### src/rtl/pipe_hold_ctrl_pkg.sv
// Shared stage indices, hold/flush patterns and FSM encoding for the
// pipeline stall/flush controller.
package pipe_hold_ctrl_pkg;

  localparam int STG_PC     = 0;
  localparam int STG_IF_ID  = 1;
  localparam int STG_ID_EX  = 2;
  localparam int STG_EX_MEM = 3;
  localparam int STG_MEM_WB = 4;
  localparam int NUM_STG    = 5;

  localparam logic [NUM_STG-1:0] HOLD_ALL  = 5'b11111;
  localparam logic [NUM_STG-1:0] HOLD_NONE = 5'b00000;
  localparam logic [NUM_STG-1:0] HOLD_LDU  = 5'b00011;
  localparam logic [NUM_STG-1:0] HOLD_DIV  = 5'b00111;

  // Bubble patterns: jump squashes IF/ID and ID/EX, divide bubbles EX/MEM,
  // load-use and divide abort bubble ID/EX.
  localparam logic [NUM_STG-1:0] FLUSH_NONE = 5'b00000;
  localparam logic [NUM_STG-1:0] FLUSH_JMP  = 5'b00110;
  localparam logic [NUM_STG-1:0] FLUSH_DIV  = 5'b01000;
  localparam logic [NUM_STG-1:0] FLUSH_IDEX = 5'b00100;

  typedef enum logic [1:0] {
    RUN      = 2'd0,
    DIV_WAIT = 2'd1,
    JMP_PEND = 2'd2
  } state_e;

endpackage

### src/rtl/pipe_hold_ctrl_sat_counter.sv
// Saturating up-counter with synchronous clear; clear beats increment.
module sat_counter #(
  parameter int CNT_W = 32
) (
  input  logic             i_clk,
  input  logic             i_rst_n,
  input  logic             i_inc,
  input  logic             i_clr,
  output logic [CNT_W-1:0] o_cnt
);

  logic [CNT_W-1:0] r_cnt;

  always_ff @(posedge i_clk or negedge i_rst_n) begin
    if (!i_rst_n)                    r_cnt <= '0;
    else if (i_clr)                  r_cnt <= '0;
    else if (i_inc && (r_cnt != '1)) r_cnt <= r_cnt + 1'b1;
  end

  assign o_cnt = r_cnt;

endmodule

### src/rtl/pipe_hold_ctrl.sv
// Central stall/flush controller: sequences bus wait, divide, jump redirect
// and load-use hazards into per-stage hold/flush controls.
module pipe_hold_ctrl
  import pipe_hold_ctrl_pkg::*;
#(
  parameter int DIV_TIMEOUT = 64,
  parameter int CNT_W       = 32,
  parameter int ADDR_W      = 32
) (
  input  logic              clk_100MHz,
  input  logic              arst_n,
  input  logic              bus_wait_i,
  input  logic              div_start_i,
  input  logic              div_done_i,
  input  logic              jump_ena_i,
  input  logic [ADDR_W-1:0] jump_addr_i,
  input  logic              ld_use_i,
  input  logic              cnt_clr_i,
  output logic [4:0]        hold_o,
  output logic [4:0]        flush_o,
  output logic              jump_ena_o,
  output logic [ADDR_W-1:0] jump_addr_o,
  output logic              div_err_o,
  output logic [CNT_W-1:0]  stall_cnt_o
);

  localparam int              WD_W    = (DIV_TIMEOUT > 2) ? $clog2(DIV_TIMEOUT) : 1;
  localparam logic [WD_W-1:0] WD_LAST = WD_W'(DIV_TIMEOUT - 1);

  state_e              r_state, w_state_nxt;
  logic [ADDR_W-1:0]   r_jaddr;
  logic [WD_W-1:0]     r_wdog;
  logic                r_div_err;

  logic [4:0]          w_hold, w_flush;
  logic                w_jena;
  logic [ADDR_W-1:0]   w_jaddr;
  logic                w_latch, w_wd_clr, w_wd_inc, w_err_set;

  always_ff @(posedge clk_100MHz or negedge arst_n) begin
    if (!arst_n) begin
      r_state   <= RUN;
      r_jaddr   <= '0;
      r_wdog    <= '0;
      r_div_err <= 1'b0;
    end else begin
      r_state <= w_state_nxt;
      if (w_latch)        r_jaddr <= jump_addr_i;
      if (w_wd_clr)       r_wdog  <= '0;
      else if (w_wd_inc)  r_wdog  <= r_wdog + 1'b1;
      if (w_err_set)      r_div_err <= 1'b1;
    end
  end

  always_comb begin
    w_state_nxt = r_state;
    w_hold      = HOLD_NONE;
    w_flush     = FLUSH_NONE;
    w_jena      = 1'b0;
    w_jaddr     = '0;
    w_latch     = 1'b0;
    w_wd_clr    = 1'b0;
    w_wd_inc    = 1'b0;
    w_err_set   = 1'b0;
    unique case (r_state)
      RUN: begin
        if (bus_wait_i) begin
          w_hold = HOLD_ALL;
          // A jump that collides with a bus wait is replayed once the wait drops.
          if (jump_ena_i) begin
            w_latch     = 1'b1;
            w_state_nxt = JMP_PEND;
          end
        end else if (jump_ena_i) begin
          w_jena  = 1'b1;
          w_jaddr = jump_addr_i;
          w_flush = FLUSH_JMP;
        end else if (div_start_i) begin
          w_hold      = HOLD_DIV;
          w_flush     = FLUSH_DIV;
          w_wd_clr    = 1'b1;
          w_state_nxt = DIV_WAIT;
        end else if (ld_use_i) begin
          w_hold  = HOLD_LDU;
          w_flush = FLUSH_IDEX;
        end
      end
      DIV_WAIT: begin
        if (bus_wait_i) begin
          w_hold = HOLD_ALL;
        end else if (div_done_i) begin
          w_state_nxt = RUN;
        end else if (r_wdog == WD_LAST) begin
          w_err_set   = 1'b1;
          w_flush     = FLUSH_IDEX;
          w_state_nxt = RUN;
        end else begin
          w_hold   = HOLD_DIV;
          w_flush  = FLUSH_DIV;
          w_wd_inc = 1'b1;
        end
      end
      JMP_PEND: begin
        if (bus_wait_i) begin
          w_hold = HOLD_ALL;
        end else begin
          w_jena      = 1'b1;
          w_jaddr     = r_jaddr;
          w_flush     = FLUSH_JMP;
          w_state_nxt = RUN;
        end
      end
      default: w_state_nxt = RUN;
    endcase
  end

  // Combinational controls must read as idle for the whole reset window.
  assign hold_o      = arst_n ? w_hold  : HOLD_NONE;
  assign flush_o     = arst_n ? w_flush : FLUSH_NONE;
  assign jump_ena_o  = arst_n & w_jena;
  assign jump_addr_o = arst_n ? w_jaddr : '0;
  assign div_err_o   = r_div_err;

  sat_counter #(
    .CNT_W (CNT_W)
  ) u_stall_cnt (
    .i_clk   (clk_100MHz),
    .i_rst_n (arst_n),
    .i_inc   (hold_o[STG_PC]),
    .i_clr   (cnt_clr_i),
    .o_cnt   (stall_cnt_o)
  );

endmodule

### config.mk
export PLATFORM = sky130hd
export DESIGN_NAME = pipe_hold_ctrl
export DESIGN_NICKNAME = d
export VERILOG_FILES = /design/src/rtl/pipe_hold_ctrl_pkg.sv /design/src/rtl/pipe_hold_ctrl_sat_counter.sv /design/src/rtl/pipe_hold_ctrl.sv
export SDC_FILE = /design/constraint.sdc
export NUM_CORES = 1
export LEC_CHECK = 0
export ABC_CLOCK_PERIOD_IN_PS = 2600
export CAP_MARGIN = 20
export CORE_MARGIN = 1
export CORE_UTILIZATION = 35
export CTS_CLUSTER_DIAMETER = 120
export DETAILED_ROUTE_END_ITERATION = 7
export DONT_BUFFER_PORTS = 1
export HOLD_SLACK_MARGIN = 0.1
export SYNTH_ARGS = -nofsm -noshare
export SYNTH_HDL_FRONTEND = slang
export SYNTH_SLANG_ARGS = --single-unit
### constraint.sdc
create_clock -name clk_100MHz -period 2.6 [get_ports clk_100MHz]
set_clock_uncertainty 0.15 [all_clocks]
set_input_delay 0.26 -clock clk_100MHz [delete_from_list [all_inputs] [get_ports clk_100MHz]]
set_output_delay 0.26 -clock clk_100MHz [all_outputs]
set_load 0.1 [all_outputs]
# Yosys cells after proc, flatten, opt, wreduce, memory -nomap -nowiden
# Cells that the tools add are included.
[classes] add_sub_neg=2 mul=0 div=0 magnitude_cmp=0 eq_ne=10 shifts=0 mux=56 bitwise_logic=1 n_reduce_logical=5
[op_table] cell="2-to-1 mux 32 bit" count=6
[op_table] cell="case mux 32 bit (2 select lines)" count=1
[op_table] cell="adder 32 x 1 -> 32 bit, second input constant" count=1
[op_table] cell="inequality test 32 bit, second input constant" count=1
[op_table] cell="2-to-1 mux 5 bit" count=5
[op_table] cell="2-to-1 mux 4 bit" count=6
[op_table] cell="2-to-1 mux 2 bit" count=9
[op_table] cell="2-to-1 mux 3 bit" count=6
[op_table] cell="2-to-1 mux 1 bit" count=17
[op_table] cell="case mux 5 bit (3 select lines)" count=1
[op_table] cell="2-to-1 mux 6 bit" count=2
[op_table] cell="inequality test 3 bit, second input constant" count=4
[op_table] cell="case mux 4 bit (3 select lines)" count=1
[op_table] cell="adder 6 x 1 -> 6 bit, second input constant" count=1
[op_table] cell="equality test 6 bit, second input constant" count=1
[op_table] cell="case mux 2 bit (3 select lines)" count=1
[op_table] cell="AND reduction 6 bit" count=1
[op_table] cell="inequality test 2 bit, second input constant" count=2
[op_table] cell="nonzero test 2 bit" count=2
[op_table] cell="equality test 2 x 1 -> 1 bit, second input constant" count=1
[op_table] cell="equality test 2 bit, second input constant" count=1
[op_table] cell="zero test 2 bit" count=1
[op_table] cell="case mux 1 bit (2 select lines)" count=1
[op_table] cell="AND 1 bit" count=1
[op_table] cell="logical AND 1 bit" count=1
[totals] reg_bits=73 latchBits=0 ram_bits=0 mem_bits_ro=0 out_inout_bits=76 mem_count=0

# Longest topological paths before layout
[logic_depth] ltp_word=9 mapped_depth=7 ltp_nobuf=6

# Modules after synthesis
# Synthesis repeated with hierarchy kept, for this count alone.
[unflattened] hier_cells=416 area_unflattened_um2=4135.2
[by_module_without_submodules] mod="pipe_hold_ctrl" instances=1 cells_per_inst=218 area_per_inst_um2=2280.9 seq_area_each_um2=1026.0
[by_module_without_submodules] mod="sat_counter" instances=1 cells_per_inst=198 area_per_inst_um2=1854.3 seq_area_each_um2=800.8

# Least setup slack after synthesis
# Ideal clock, no wire load.
[synth_timing] path_type="flip-flop to output port" from="register r_wdog[0]" to="output flush_o[2]" arrival_ns=5.650 slack_ns=-3.460 path_stages_with_launch=6 path_buffers=0 path_cell_list="dfrtp_1 ha_1 and2_1 and2_1 nand2_1 a2111oi_0"
[synth_between] elab_chain_len=6
[synth_lines] element="from (decl)" line="pipe_hold_ctrl.sv:32" text="logic [WD_W-1:0] r_wdog;"
[synth_lines] element="from (signal assigned)" line="pipe_hold_ctrl.sv:50" text="else if (w_wd_inc) r_wdog <= r_wdog + 1'b1;"
[synth_lines] element="equality test 6 bit" line="pipe_hold_ctrl.sv:93" text="end else if (r_wdog == WD_LAST) begin"
[synth_lines] element="2-to-1 mux 4 bit" line="pipe_hold_ctrl.sv:93"
[synth_lines] element="2-to-1 mux 4 bit" line="pipe_hold_ctrl.sv:91" text="end else if (div_done_i) begin"
[synth_lines] element="2-to-1 mux 4 bit" line="pipe_hold_ctrl.sv:89" text="if (bus_wait_i) begin"
[synth_lines] element="case mux 4 bit (3 select lines)" line="pipe_hold_ctrl.sv:65" text="unique case (r_state)"
[synth_lines] element="2-to-1 mux 5 bit" line="pipe_hold_ctrl.sv:119" text="assign flush_o = arst_n ? w_flush : FLUSH_NONE;"
[synth_lines] element="to (decl)" line="pipe_hold_ctrl.sv:20" text="output logic [4:0] flush_o,"
# No other way between the ends.

# Worst setup path after layout
[layout_timing] from="register r_wdog[0]" to="output hold_o[2]"
[layout_between] elab_chain_len=6
[layout_lines] element="equality test 6 bit" line="pipe_hold_ctrl.sv:93"
[layout_lines] element="2-to-1 mux 3 bit" line="pipe_hold_ctrl.sv:93"
[layout_lines] element="2-to-1 mux 3 bit" line="pipe_hold_ctrl.sv:91"
[layout_lines] element="2-to-1 mux 5 bit" line="pipe_hold_ctrl.sv:89"
[layout_lines] element="case mux 5 bit (3 select lines)" line="pipe_hold_ctrl.sv:65"
[layout_lines] element="2-to-1 mux 5 bit" line="pipe_hold_ctrl.sv:118" text="assign hold_o = arst_n ? w_hold : HOLD_NONE;"
[layout_lines] element="to (decl)" line="pipe_hold_ctrl.sv:19" text="output logic [4:0] hold_o,"
# No other way between the ends.

==> out/qor.csv <==
metric;value;unit
flop and latch count out of synthesis;73;
core area;11500;um2
largest stage delay on the critical path;410;ps
Post-Syn Area;4170;um2
EDFF count, synth;0;
number of cells on the critical path;7;
complex-gate fraction of the synthesized area;17.4;%
leakage component of the power;2.43;nW
final setup violation count;0;
share of post-route cells with drive strength above 1;42.6;%
final cycle utilization of the critical path;96.1;%
fraction of registers with async set/reset;100;%
final hold vios;0;
vertical die dimension;111;um
final worst path period need;2500;ps
net count of the finished layout;579;
routed via count;3852;
terminus of the critical flop-to-flop path;u_stall_cnt.o_cnt[21]$_DFFE_PN0P_;
Worst EP arrival;2090;ps
sum of overflow across all layers after global routing;0;
actual transition at the worst max-transition pin;914;ps
TritonCTS clock tree;built;
register-to-register setup slack;210;ps
clock slew at the register clock pins of the worst setup and hold paths;50;ps
WHS Endpoint;r_wdog[5]$_DFFE_PN0N_;
final setup margin;101;ps
Startpoint Class;flop;
setup repair after global routing missed its margin;no;
area overhead of the layout relative to synthesis;53.9;%
largest net degree at the start of global routing;74;
maximum buffer depth of the clock tree;2;
die area;12300;um2
Power per Cell Area;555;nW/um2
Placer Congestion;0.824;
Antenna diodes;0;
max cap viols;0;
Worst Path Buf+Inv;2;
final routed DRC violation total;6;
hold crit path type;input port to flop;
total iterations of the first detailed-routing run;7;
worst hold start;div_start_i;
required time worst endpoint;2190;ps
total clock sinks;73;
via-per-instance ratio;5.62;
Post-Place Cell Area;5690;um2
vias in the first global route;3879;
arithmetic-cell share of the synthesized area counting full adders, half adders and majority gates;0.601;%
antenna-violating nets left;0;
antenna violations before repair;1;
Slowest cell on crit path;dfrtp_1;
post-detailed-routing wire length;12200;um
violations in the final reports;DRC;
worst hold stages;5;
starting density of the core;36.2;%
number of clock buffers inserted by TritonCTS;9;
Boundary Pins;116;
R2R cell count;6;
first-pass GRT wire length;20000;um
worst flop-to-flop path startpoint;r_wdog[0]$_DFFE_PN0N_;
mean cell area of the mapped netlist;9.69;um2
area fraction in and, or, nand and nor cells after synthesis;21.6;%
predominant post-synthesis flop cell;dfrtp_1;
site row count;39;
maximum operating frequency;0.400;GHz
maximum net fanout on the critical path;6;
overall fraction of global-route tracks in use;20.4;%
Port Buf Inserts;0;
HPWL after DPL;8090;um
later-pin clock latency in the skew report;340;ps
dpl ws;115;ps
worst slew margin relative to its limit;39.1;%
fraction of synthesized area in multiplexers;11.3;%
Initial DRC Count;240;
combinational family with the most area after synthesis;simple AND/OR/NAND/NOR gates;
share of the core filled with cells;55.7;%
average routed wire per standard cell;17.8;um
crit path cell chain;ha_1, and2_1, a21oi_4, buf_4, nor2_1, a21oi_2, buf_12;
largest vdd supply drop;0.275;mV
Design Area, Final;6410;um2
Post-Syn Instances;430;
Syn. warnings;0;
depth of the CTS H-tree;3;
CTS root buf;clkbuf_16;
type of destination of the critical path;output pin;
Post-Route Hold Slack;269;ps
type of the setup path with the least slack;flop to output pin;
result of the run;finished, violations left;
die width;111;um
post-synthesis share of cell area spent on xor and xnor gates;1.05;%
Largest delay share family, worst path;compound AO/OA/AOI/OAI gates;
number of distinct standard cells referenced by the synthesized netlist;58;
sequential share of the synthesized area;43.8;%
max-slew violation count;0;
## worst min-delay path: stages
cell and delay [ps]:
inv_1 40, or2_2 120, nor2_1 50, buf_4 150
nor2_1 90
## cells in the mapped netlist, types with 4 or more instances
cell / count / area (um2)
a21oi_1: 24 / 120
inv_1: 6 / 22.5
nand2_1: 13 / 48.8
nand3_1: 10 / 50.1
o21ai_0: 14 / 70.1
nor2b_1: 7 / 43.8
or4_1: 10 / 75.1
and3_1: 4 / 25.0
clkbuf_1: 18 / 67.6
nor4b_1: 5 / 43.8
nand4_1: 11 / 68.8
nor4_1: 5 / 31.3
buf_4: 5 / 37.5
o2111ai_1: 4 / 35.0
o31ai_1: 10 / 75.1
nor3_1: 9 / 45.0
or2_2: 4 / 25.0
xor2_1: 4 / 35.0
a22oi_1: 32 / 240
nor2_1: 66 / 248
dfrtp_1: 73 / 1830
or3_1: 12 / 75.1
mux2_2: 38 / 428
## layout by cell type (no fill, tap or decap), drive strengths merged, types with 3 or more instances in the layout
cell type and n:
a21oi 25, a22oi 32, and2 3, and3 4
buf 88, clkbuf 13, clkinv 3, dfrtp 73
dlygate4sd3 37, inv 6, mux2 41, nand2 13
nand3 10, nand4 12, nor2 67, nor2b 7
nor3 10, nor4 6, nor4b 5, o2111ai 6
o21ai 16, o31ai 10, or2 4, or3 13
or4 10, xor2 4
## stage by stage
step                power, mW  cells  setup TNS, ps
floorplan                2.06    431          -2920
finish                   3.56    685              0
global placement         2.29    629              0
detailed placement       2.32    629              0
CTS                      3.57    684          -6.35
global route             3.69    685              0
## timing repair
| action | 4_1_cts | 5_1_grt |
|---|---|---|
| setup endpoints to repair | 1 | 8 |
| setup buffers | 0 | 1 |
| resized for setup | 0 | 4 |
| hold buffers | 39 | 0 |
| pin swaps | 0 | 0 |
| hold endpoints to repair | 143 | 0 |
## cell families after synthesis
group	count (synthesis)
buf+inv	36
fa+ha+maj	2
xor+xnor	5
other cells	1
compound gates	102
flops	73
mux	42
simple gates	169
## power by group
group	internal [mW]	switching, mW
clock	0.694	0.469
sequential	1.29	0.0859
combinational	0.403	0.617
total	2.38	1.17
## layer usage
| layer | share of wire (%) | up-vias | track usage, % |
|---|---|---|---|
| met1 | 41 | 1915 | 24.8 |
| met3 | 6.2 | 26 | 4.76 |
| li1 | - | 1807 | - |
| met2 | 50 | 102 | 34.2 |
| met4 | 3.0 | 2 | 9.55 |
| met5 | 0.11 | - | 0 |
## sequential cells by signal, indices dropped and copies added (netlist names)
name,flops
r_wdog,6
r_state,2
div_err_o,1
r_jaddr,32
u_stall_cnt.o_cnt,32
## worst max-delay path by stage
stage | to | slack (ps) | start
4_1_cts | hold_o[2] | -6 | r_wdog[0]$_DFFE_PN0N_
3_5_place_dp | u_stall_cnt.o_cnt[17]$_DFFE_PN0P_ | 120 | r_wdog[0]$_DFFE_PN0N_
5_1_grt | hold_o[2] | 10 | r_wdog[0]$_DFFE_PN0N_
6_report | hold_o[2] | 100 | r_wdog[0]$_DFFE_PN0N_
2_1_floorplan | flush_o[1] | -780 | r_state[0]$_DFFE_PN0P_
3_3_place_gp | u_stall_cnt.o_cnt[17]$_DFFE_PN0P_ | 210 | r_wdog[0]$_DFFE_PN0N_
## layout make-up
cell class / instances / area [um2]
fillers: 975 / 5100
multi-input cells: 322 / 2500
flip-flops and latches: 73 / 1860
repair buffers: 125 / 1570
clock buffers: 13 / 260
well taps: 143 / 179
inverters: 6 / 22.5
clock inverters: 3 / 15.0
Note: power is estimated with default switching activity, not from simulation.
